===== config.mk =====
export PLATFORM = sky130hd
export DESIGN_NAME = address_composer
export DESIGN_NICKNAME = d
export VERILOG_FILES = /design/src/rtl/cache_addr_pkg.sv /design/src/rtl/burst_beat_counter.sv /design/src/rtl/address_composer.sv
export SDC_FILE = /design/constraint.sdc
export NUM_CORES = 1
export LEC_CHECK = 0
export CAP_MARGIN = 15
export CORE_MARGIN = 4
export CORE_UTILIZATION = 27
export DETAILED_ROUTE_END_ITERATION = 6
export GPL_ROUTABILITY_DRIVEN = 1
export SYNTH_ARGS = -nofsm -noshare
export SYNTH_HDL_FRONTEND = slang
export SYNTH_HIERARCHICAL = 1
export SYNTH_SLANG_ARGS = --single-unit

===== constraint.sdc =====
create_clock -name clk -period 3.85 [get_ports clk]
set_input_delay 0.385 -clock clk [delete_from_list [all_inputs] [get_ports clk]]
set_output_delay 0.385 -clock clk [all_outputs]
set_load 0.02 [all_outputs]

===== src/rtl/cache_addr_pkg.sv =====
// Shared cache address field widths and the burst FSM state type used by
// address_composer and the matching address dissector.
package cache_addr_pkg;

  localparam int ADDRESS_SIZE     = 32;
  localparam int TAG_BITS         = 12;
  localparam int INDEX_BITS       = 14;
  localparam int BYTE_SELECT_BITS = 6;
  localparam int BEAT_BYTES_LOG2  = 3;

  typedef enum logic {
    IDLE  = 1'b0,
    BURST = 1'b1
  } burst_state_e;

  // Width of the beat-number field inside the byte-select field.
  function automatic int beat_field_bits(input int byte_select_bits, input int beat_bytes_log2);
    return byte_select_bits - beat_bytes_log2;
  endfunction

endpackage


===== src/rtl/burst_beat_counter.sv =====
// Loadable beat number (wraps modulo beat count) plus an independent count of
// accepted beats that alone decides when the burst ends.
module burst_beat_counter #(
  parameter int BeatBits = 3,
  localparam int BeatW = (BeatBits > 0) ? BeatBits : 1
) (
  input  logic             clk,
  input  logic             rst,
  input  logic             load_i,
  input  logic [BeatW-1:0] start_beat_i,
  input  logic             advance_i,
  output logic [BeatW-1:0] beat_o,
  output logic             last_o
);

  logic [BeatW-1:0] beat_q, beat_d;
  logic [BeatW-1:0] count_q, count_d;

  always_comb begin
    beat_d  = beat_q;
    count_d = count_q;
    if (load_i) begin
      beat_d  = start_beat_i;
      count_d = '0;
    end else if (advance_i) begin
      beat_d  = beat_q + BeatW'(1);
      count_d = count_q + BeatW'(1);
    end
  end

  always_ff @(posedge clk) begin
    if (rst) begin
      beat_q  <= '0;
      count_q <= '0;
    end else begin
      beat_q  <= beat_d;
      count_q <= count_d;
    end
  end

  // A single-beat line has no beat field: every beat is both first and last.
  generate
    if (BeatBits > 0) begin : g_multi_beat
      assign beat_o = beat_q;
      assign last_o = &count_q;
    end else begin : g_single_beat
      assign beat_o = '0;
      assign last_o = 1'b1;
    end
  endgenerate

endmodule


===== src/rtl/address_composer.sv =====
// Rebuilds a line's beat addresses {tag, index, beat, 0..0} for writeback/fill bursts.
// Define ADDRESS_COMPOSER_WRAP_BURST_EN for critical-word-first wrapping bursts.
module address_composer
  import cache_addr_pkg::*;
#(
  parameter int addressSize    = ADDRESS_SIZE,
  parameter int tagBits        = TAG_BITS,
  parameter int indexBits      = INDEX_BITS,
  parameter int byteSelectBits = BYTE_SELECT_BITS,
  parameter int beatBytesLog2  = BEAT_BYTES_LOG2
) (
  input  logic                      clk,
  input  logic                      rst,
  input  logic                      reqValid,
  output logic                      reqReady,
  input  logic [tagBits-1:0]        reqTag,
  input  logic [indexBits-1:0]      reqIndex,
  input  logic [byteSelectBits-1:0] reqByteSelect,
  output logic                      addrValid,
  input  logic                      addrReady,
  output logic [addressSize-1:0]    address,
  output logic                      addrLast,
  output logic                      busy
);

  localparam int BeatBits = beat_field_bits(byteSelectBits, beatBytesLog2);
  localparam int BeatW    = (BeatBits > 0) ? BeatBits : 1;

  generate
    if ((tagBits + indexBits + byteSelectBits != addressSize) ||
        (beatBytesLog2 > byteSelectBits)) begin : g_bad_params
      $error("address_composer: field widths do not tile the address");
    end
  endgenerate

  burst_state_e         state_q, state_d;
  logic [tagBits-1:0]   tag_q, tag_d;
  logic [indexBits-1:0] index_q, index_d;
  logic [BeatW-1:0]     start_beat;
  logic [BeatW-1:0]     beat;
  logic                 last_beat;
  logic                 load;
  logic                 advance;
  logic                 unused_byte_select;

  // Only the beat field of the byte select matters, and only for wrapping bursts.
  assign unused_byte_select = ^reqByteSelect;

`ifdef ADDRESS_COMPOSER_WRAP_BURST_EN
  generate
    if (BeatBits > 0) begin : g_wrap_start
      assign start_beat = reqByteSelect[byteSelectBits-1:beatBytesLog2];
    end else begin : g_wrap_single
      assign start_beat = '0;
    end
  endgenerate
`else
  assign start_beat = '0;
`endif

  always_comb begin
    state_d = state_q;
    tag_d   = tag_q;
    index_d = index_q;
    load    = 1'b0;
    advance = 1'b0;
    case (state_q)
      IDLE: begin
        if (reqValid) begin
          load    = 1'b1;
          tag_d   = reqTag;
          index_d = reqIndex;
          state_d = BURST;
        end
      end
      BURST: begin
        // Requests arriving here are dropped; the requester must retry.
        if (addrReady) begin
          advance = 1'b1;
          if (last_beat) begin
            state_d = IDLE;
          end
        end
      end
      default: state_d = IDLE;
    endcase
  end

  always_ff @(posedge clk) begin
    if (rst) begin
      state_q <= IDLE;
      tag_q   <= '0;
      index_q <= '0;
    end else begin
      state_q <= state_d;
      tag_q   <= tag_d;
      index_q <= index_d;
    end
  end

  burst_beat_counter #(
    .BeatBits(BeatBits)
  ) u_beat_counter (
    .clk         (clk),
    .rst         (rst),
    .load_i      (load),
    .start_beat_i(start_beat),
    .advance_i   (advance),
    .beat_o      (beat),
    .last_o      (last_beat)
  );

  assign reqReady  = (state_q == IDLE);
  assign addrValid = (state_q == BURST);
  assign busy      = (state_q == BURST);
  assign addrLast  = (state_q == BURST) && last_beat;
  assign address   = (addressSize'(tag_q) << (indexBits + byteSelectBits)) |
                     (addressSize'(index_q) << byteSelectBits) |
                     (addressSize'(beat) << beatBytesLog2);

endmodule

; ---- Word-level counts from Yosys, hierarchy flattened
; Cells that the tools add are included.
[op_classes]
addsub = 2
n_mux = 7
bitwise_logic = 3
n_reduce_logical = 4
[ops]
columns = operator, count
row1 = $or A32 B20 Y32, 1
row2 = $or A32 B6 Y32, 1
row3 = $add A3 B1 Y3 const B, 2
row4 = $mux W1, 6
row5 = $reduce_and A3 Y1, 1
row6 = $pmux W1 S2, 1
row7 = $reduce_and A2 Y1, 1
row8 = $reduce_or A2 Y1, 1
row9 = $logic_and A1 B1 Y1, 1
row10 = $not A1 Y1, 1
[word_totals]
regBits = 33
input_bits = 36
out_inout_bits = 36

; ---- Longest topological paths before layout
[logic_depth]
word_depth = 4
depth_mapped = 6
ltp_nobuf = 4

; ---- Hierarchy
; Netlist, hierarchy kept.
[modules_own_cells]
columns = mod, n_inst, cells_per_inst, area_each_um2, seq_area_each_um2
row1 = address_composer, 1, 129, 1363.8, 540.5
row2 = burst_beat_counter, 1, 28, 315.3, 120.1

; ---- Worst setup path after synthesis
; OpenSTA, ideal clock, no wires.
[synth_timing]
path_type = register to register
startpoint = register state_q (netlist: addrValid)
endpoint = register u_beat_counter.beat_q[2] (netlist: u_beat_counter/beat_o[2])
setup_ns = 0.133
arrival_time_ns = 1.408
t_required_ns = 3.717
slack_ns = 2.310
path_stages_with_launch = 7
n_path_buf = 3
synth_period_minus_slack_ns = 1.540
path_cell_list = dfxtp_1 > and2b_1 > buf_6 > buf_12 > buf_6 > a211oi_1 > a2111oi_2
[synth_between]
elab_chain_len = 2
elab_cells_between_ends = 3
classes_between = 2 x mux / 1 x reduce/logical
[synth_rtl]
columns = element, line
row1 = from (decl), address_composer.sv:36  ; burst_state_e state_q, state_d;
row2 = from (signal assigned), address_composer.sv:95  ; state_q <= state_d;
row3 = $mux W1, address_composer.sv:67  ; case (state_q)
row4 = named net load, address_composer.sv:42  ; logic load;
row5 = $reduce_or A2 Y1 (no line), n/a
row6 = to (signal assigned), burst_beat_counter.sv:36  ; beat_q <= beat_d;
row7 = to (decl), burst_beat_counter.sv:16  ; logic [BeatW-1:0] beat_q, beat_d;
; The timed path passes the listed nets, and every way through them passes these cells.
; A chain may end at the register's enable or synchronous reset.

; ---- Worst setup path after layout
[layout_timing]
startpoint = register state_q (netlist: addrValid)
endpoint = output port addrLast
[layout_between]
elab_chain_len = 1
[layout_rtl]
columns = element, line
row1 = $logic_and A1 B1 Y1, address_composer.sv:116  ; assign addrLast = (state_q == BURST) && last_beat;
row2 = to (decl), address_composer.sv:22  ; output logic addrLast,
; No other way between the ends.

==> results.md <==
* Total standard cell area after synthesis at 0.00168 mm^2
* Worst-case reg-to-reg path depth at 4
* Critical-path cell list: and2_1 > clkdlybuf4s50_1
* Mean number of vias per cell at 4.57
* Number of CTS-inserted buffers at 5
* Sink of the worst hold path: index_q[0]
* Worst-Margin Slew at 0.627 ns
* Core region area at 0.00599 mm^2
* Post-CTS Setup Bufs at 0
* Top fanout value on the critical path at 21
* Count of synthesis-stage warnings from yosys at 6
* Routed wirelength normalized by instance count at 13.2 um
* Placed cells at 284
* Post-synthesis cell count at 157
* Final total power at 844 uW
* Worst Skew at 0.00625 ns
* # DRC at 0
* Worst hold path startpoint: index_q[0]
* Number of buffers on the longest clock path at 2
* CP Data Arrival Time at 1.83 ns
* Routed via count at 1335
* Half-perimeter wire length after detailed placement at 2590 um
* Final hold slack at 0.474 ns
* Hold/Removal Path Class: flop to flop
* Final Hold Viols at 0
* DR pass1 iterations at 4
* Wire length of the first global-routing pass at 6390 um
* Total GRT Usage at 10.8%
* Cell row count at 28
* Worst setup slack for register-to-register paths at 1.83 ns
* Fraction of power consumed by the clock network at 34.1%
* Initial antenna violation count at 0
* Worst setup path class: flop to primary output
* Internal power of the cells at 621 uW
* Clock sink total at 33
* Final total negative setup slack at 0 ns
* Die Height at 86.9 um
* Result of the run: finished clean
* Longest individual stage delay on the worst path at 0.72 ns
* Leak at 0.000839 uW
* Flip-flop and latch count after synthesis at 33
* Hold Crit Depth at 2
* Routability cong. at 0.646
* CTS hold repair buffers at 0
* Width of the chip at 86.9 um
* Sort of element at the end of the critical path: primary output
* CP max-delay cell: sky130_fd_sc_hd__dfxtp_1
* Cell at the root of the clock tree: sky130_fd_sc_hd__clkbuf_8
* Overflow left after global routing at 0
* Period minus WS final at 2.21 ns
* Kind of launch point of the worst setup path: flop
* Latest clock arrival within the worst-skew pair at 0.28 ns
* Register share of total power at 44.7%
* Post-CTS resize count at 0
* Initial core utilization at 28.0%
* Fill cell count at 605
* Largest net degree at the start of global routing at 60
* Share of layout cells above drive strength 1 at 16.1%
* P&R area growth vs syn at 42.6%
* Die Area at 0.00754 mm^2
* Maximum clock frequency at 0.451 GHz
* Number of H-tree levels at 2
* Post-synth cell types at 23
* Number of cells in the finished layout apart from fillers at 292
* Startpoint of the worst setup timing path: addrValid
* Final nets at 255
* Power density over the cells at 352 mW/mm^2
* Max-cap check violation count at 0
* Number of DRC markers in iteration 0 at 26
* Number of global-route vias before repair at 1302
* Final standard cell area without fillers at 0.00239 mm^2
* Switch share at 26.5%
* Crit Reg-Reg Startpoint: addrValid
* Port Buf Inserts at 62
* Worst rel slew slack at 58.1%
* Worst endpoint required time at 3.46 ns
* Average footprint of a synthesized cell at 10.7 um^2
* Top-Level Pins at 72
* Seq/Total Area, Yosys at 39.3%
* Final-report setup violation count at 0
* Final ANT Viol Nets at 0
* RR Endpoint: tag_q[9]
* Period utilization at 57.5%
* Relative contribution of combinational cells to total power at 21.1%
* N_diodes at 0
* Final Max Tran Viols at 0
* Total Routed Length at 3850 um
* Reported net switching power at 223 uW
* Unrepaired setup endpoints after global routing: false
* Register clock-pin slew on the reported worst setup and hold paths at 0.06 ns
* CTS tree: yes
* Worst ir drop on vdd at 0.119 mV
* Placed cell area at 0.00229 mm^2
-- per-layer routing --
metal | routed length, um | global-route usage [%]
met1 | 1780 | 14.4
met2 | 1740 | 15.7
met3 | 264 | 4.16
met4 | 65 | 4.25
met5 | 0 | 0
-- state kept, by name, indices dropped and copies added (netlist names) --
register	cells
addrValid	1
index_q	14
tag_q	12
u_beat_counter/beat_o	3
u_beat_counter/count_q	3
-- cell usage in the layout (no fill, tap or decap) --
| cell type | count |
|---|---|
| sky130_fd_sc_hd__a2111oi_2 | 1 |
| sky130_fd_sc_hd__a211oi_1 | 4 |
| sky130_fd_sc_hd__and2_1 | 2 |
| sky130_fd_sc_hd__and2b_2 | 1 |
| sky130_fd_sc_hd__and4b_1 | 1 |
| sky130_fd_sc_hd__buf_4 | 4 |
| sky130_fd_sc_hd__clkbuf_8 | 7 |
| sky130_fd_sc_hd__clkdlybuf4s50_1 | 62 |
| sky130_fd_sc_hd__clkinv_2 | 1 |
| sky130_fd_sc_hd__conb_1 | 6 |
| sky130_fd_sc_hd__dfxtp_1 | 33 |
| sky130_fd_sc_hd__ha_1 | 3 |
| sky130_fd_sc_hd__inv_1 | 3 |
| sky130_fd_sc_hd__mux2i_1 | 3 |
| sky130_fd_sc_hd__nand2b_1 | 26 |
| sky130_fd_sc_hd__nand4bb_1 | 26 |
| sky130_fd_sc_hd__nor2_1 | 1 |
| sky130_fd_sc_hd__nor2b_2 | 2 |
| sky130_fd_sc_hd__nor3_1 | 3 |
| sky130_fd_sc_hd__o21ai_0 | 7 |
| sky130_fd_sc_hd__o21ai_2 | 19 |
| sky130_fd_sc_hd__xnor2_1 | 2 |
-- cells by family after synthesis --
kind of cell,share of synthesized area (%)
multiplexers,1.79
other,0.223
AND/OR/NAND/NOR,31.1
adder cells (fa/ha/maj),2.24
AO/OA/AOI/OAI,14.7
flip-flops,39.3
XOR/XNOR,1.04
buffers and inverters,9.61
-- cell type report --
class / count / area, um^2 / area share, %
timing repair buffer: 66 / 651 / 27.2
sequential: 33 / 661 / 27.6
clock inverter: 1 / 5.00 / 0.209
tap: 75 / 93.8 / 3.92
multi-input combinational: 107 / 877 / 36.6
clock buffer: 7 / 96.3 / 4.02
inverter: 3 / 11.3 / 0.470
-- cells in the mapped netlist (all sizes together) --
cell     number  area [um^2]
xnor2         2         17.5
a211oi        4         30.0
clkbuf        8         30.0
and4b         1         10.0
nand2b       26          163
ha            3         37.5
mux2i         3         30.0
a2111oi       1         15.0
nor3          3         15.0
and2b         1         7.51
buf          11          120
and2          2         12.5
o21ai        26          201
inv           3         11.3
nor2b         2         17.5
nor2          1         3.75
conb          1         3.75
nand4bb      26          293
dfxtp        33          661
-- power by group through the flow --
stage / combinational (uW) / clock [uW] / sequential, uW
3_5_place_dp: 181 / 0 / 386
4_1_cts: 182 / 300 / 378
2_1_floorplan: 84.0 / 0 / 406
6_report: 178 / 288 / 378
3_3_place_gp: 181 / 0 / 385
5_1_grt: 192 / 319 / 381
-- worst max-delay path by stage --
stage	end	depth (start not counted)
6_report	addrLast	2
5_1_grt	addrLast	2
4_1_cts	addrLast	2
3_5_place_dp	tag_q[9]	5
3_3_place_gp	u_beat_counter/beat_o[2]	5
2_1_floorplan	u_beat_counter/beat_o[2]	6
-- per-stage QoR --
step | utilization [%] | setup WS [ns]
after global routing | 40.0 | 1.49
after CTS | 40.0 | 1.58
after global placement | 38.3 | 1.45
after detailed placement | 38.3 | 1.45
after floorplan | - | 2.31
final | 40.0 | 1.64
-- worst max-delay path, delay by kind of cell, from the launching register on --
kind / cells / cell delay [ns]
DFF: 1 / 0.72
buffers and inverters: 1 / 0.61
and+or+nand+nor: 1 / 0.22
(Power assumes the default switching activity.)
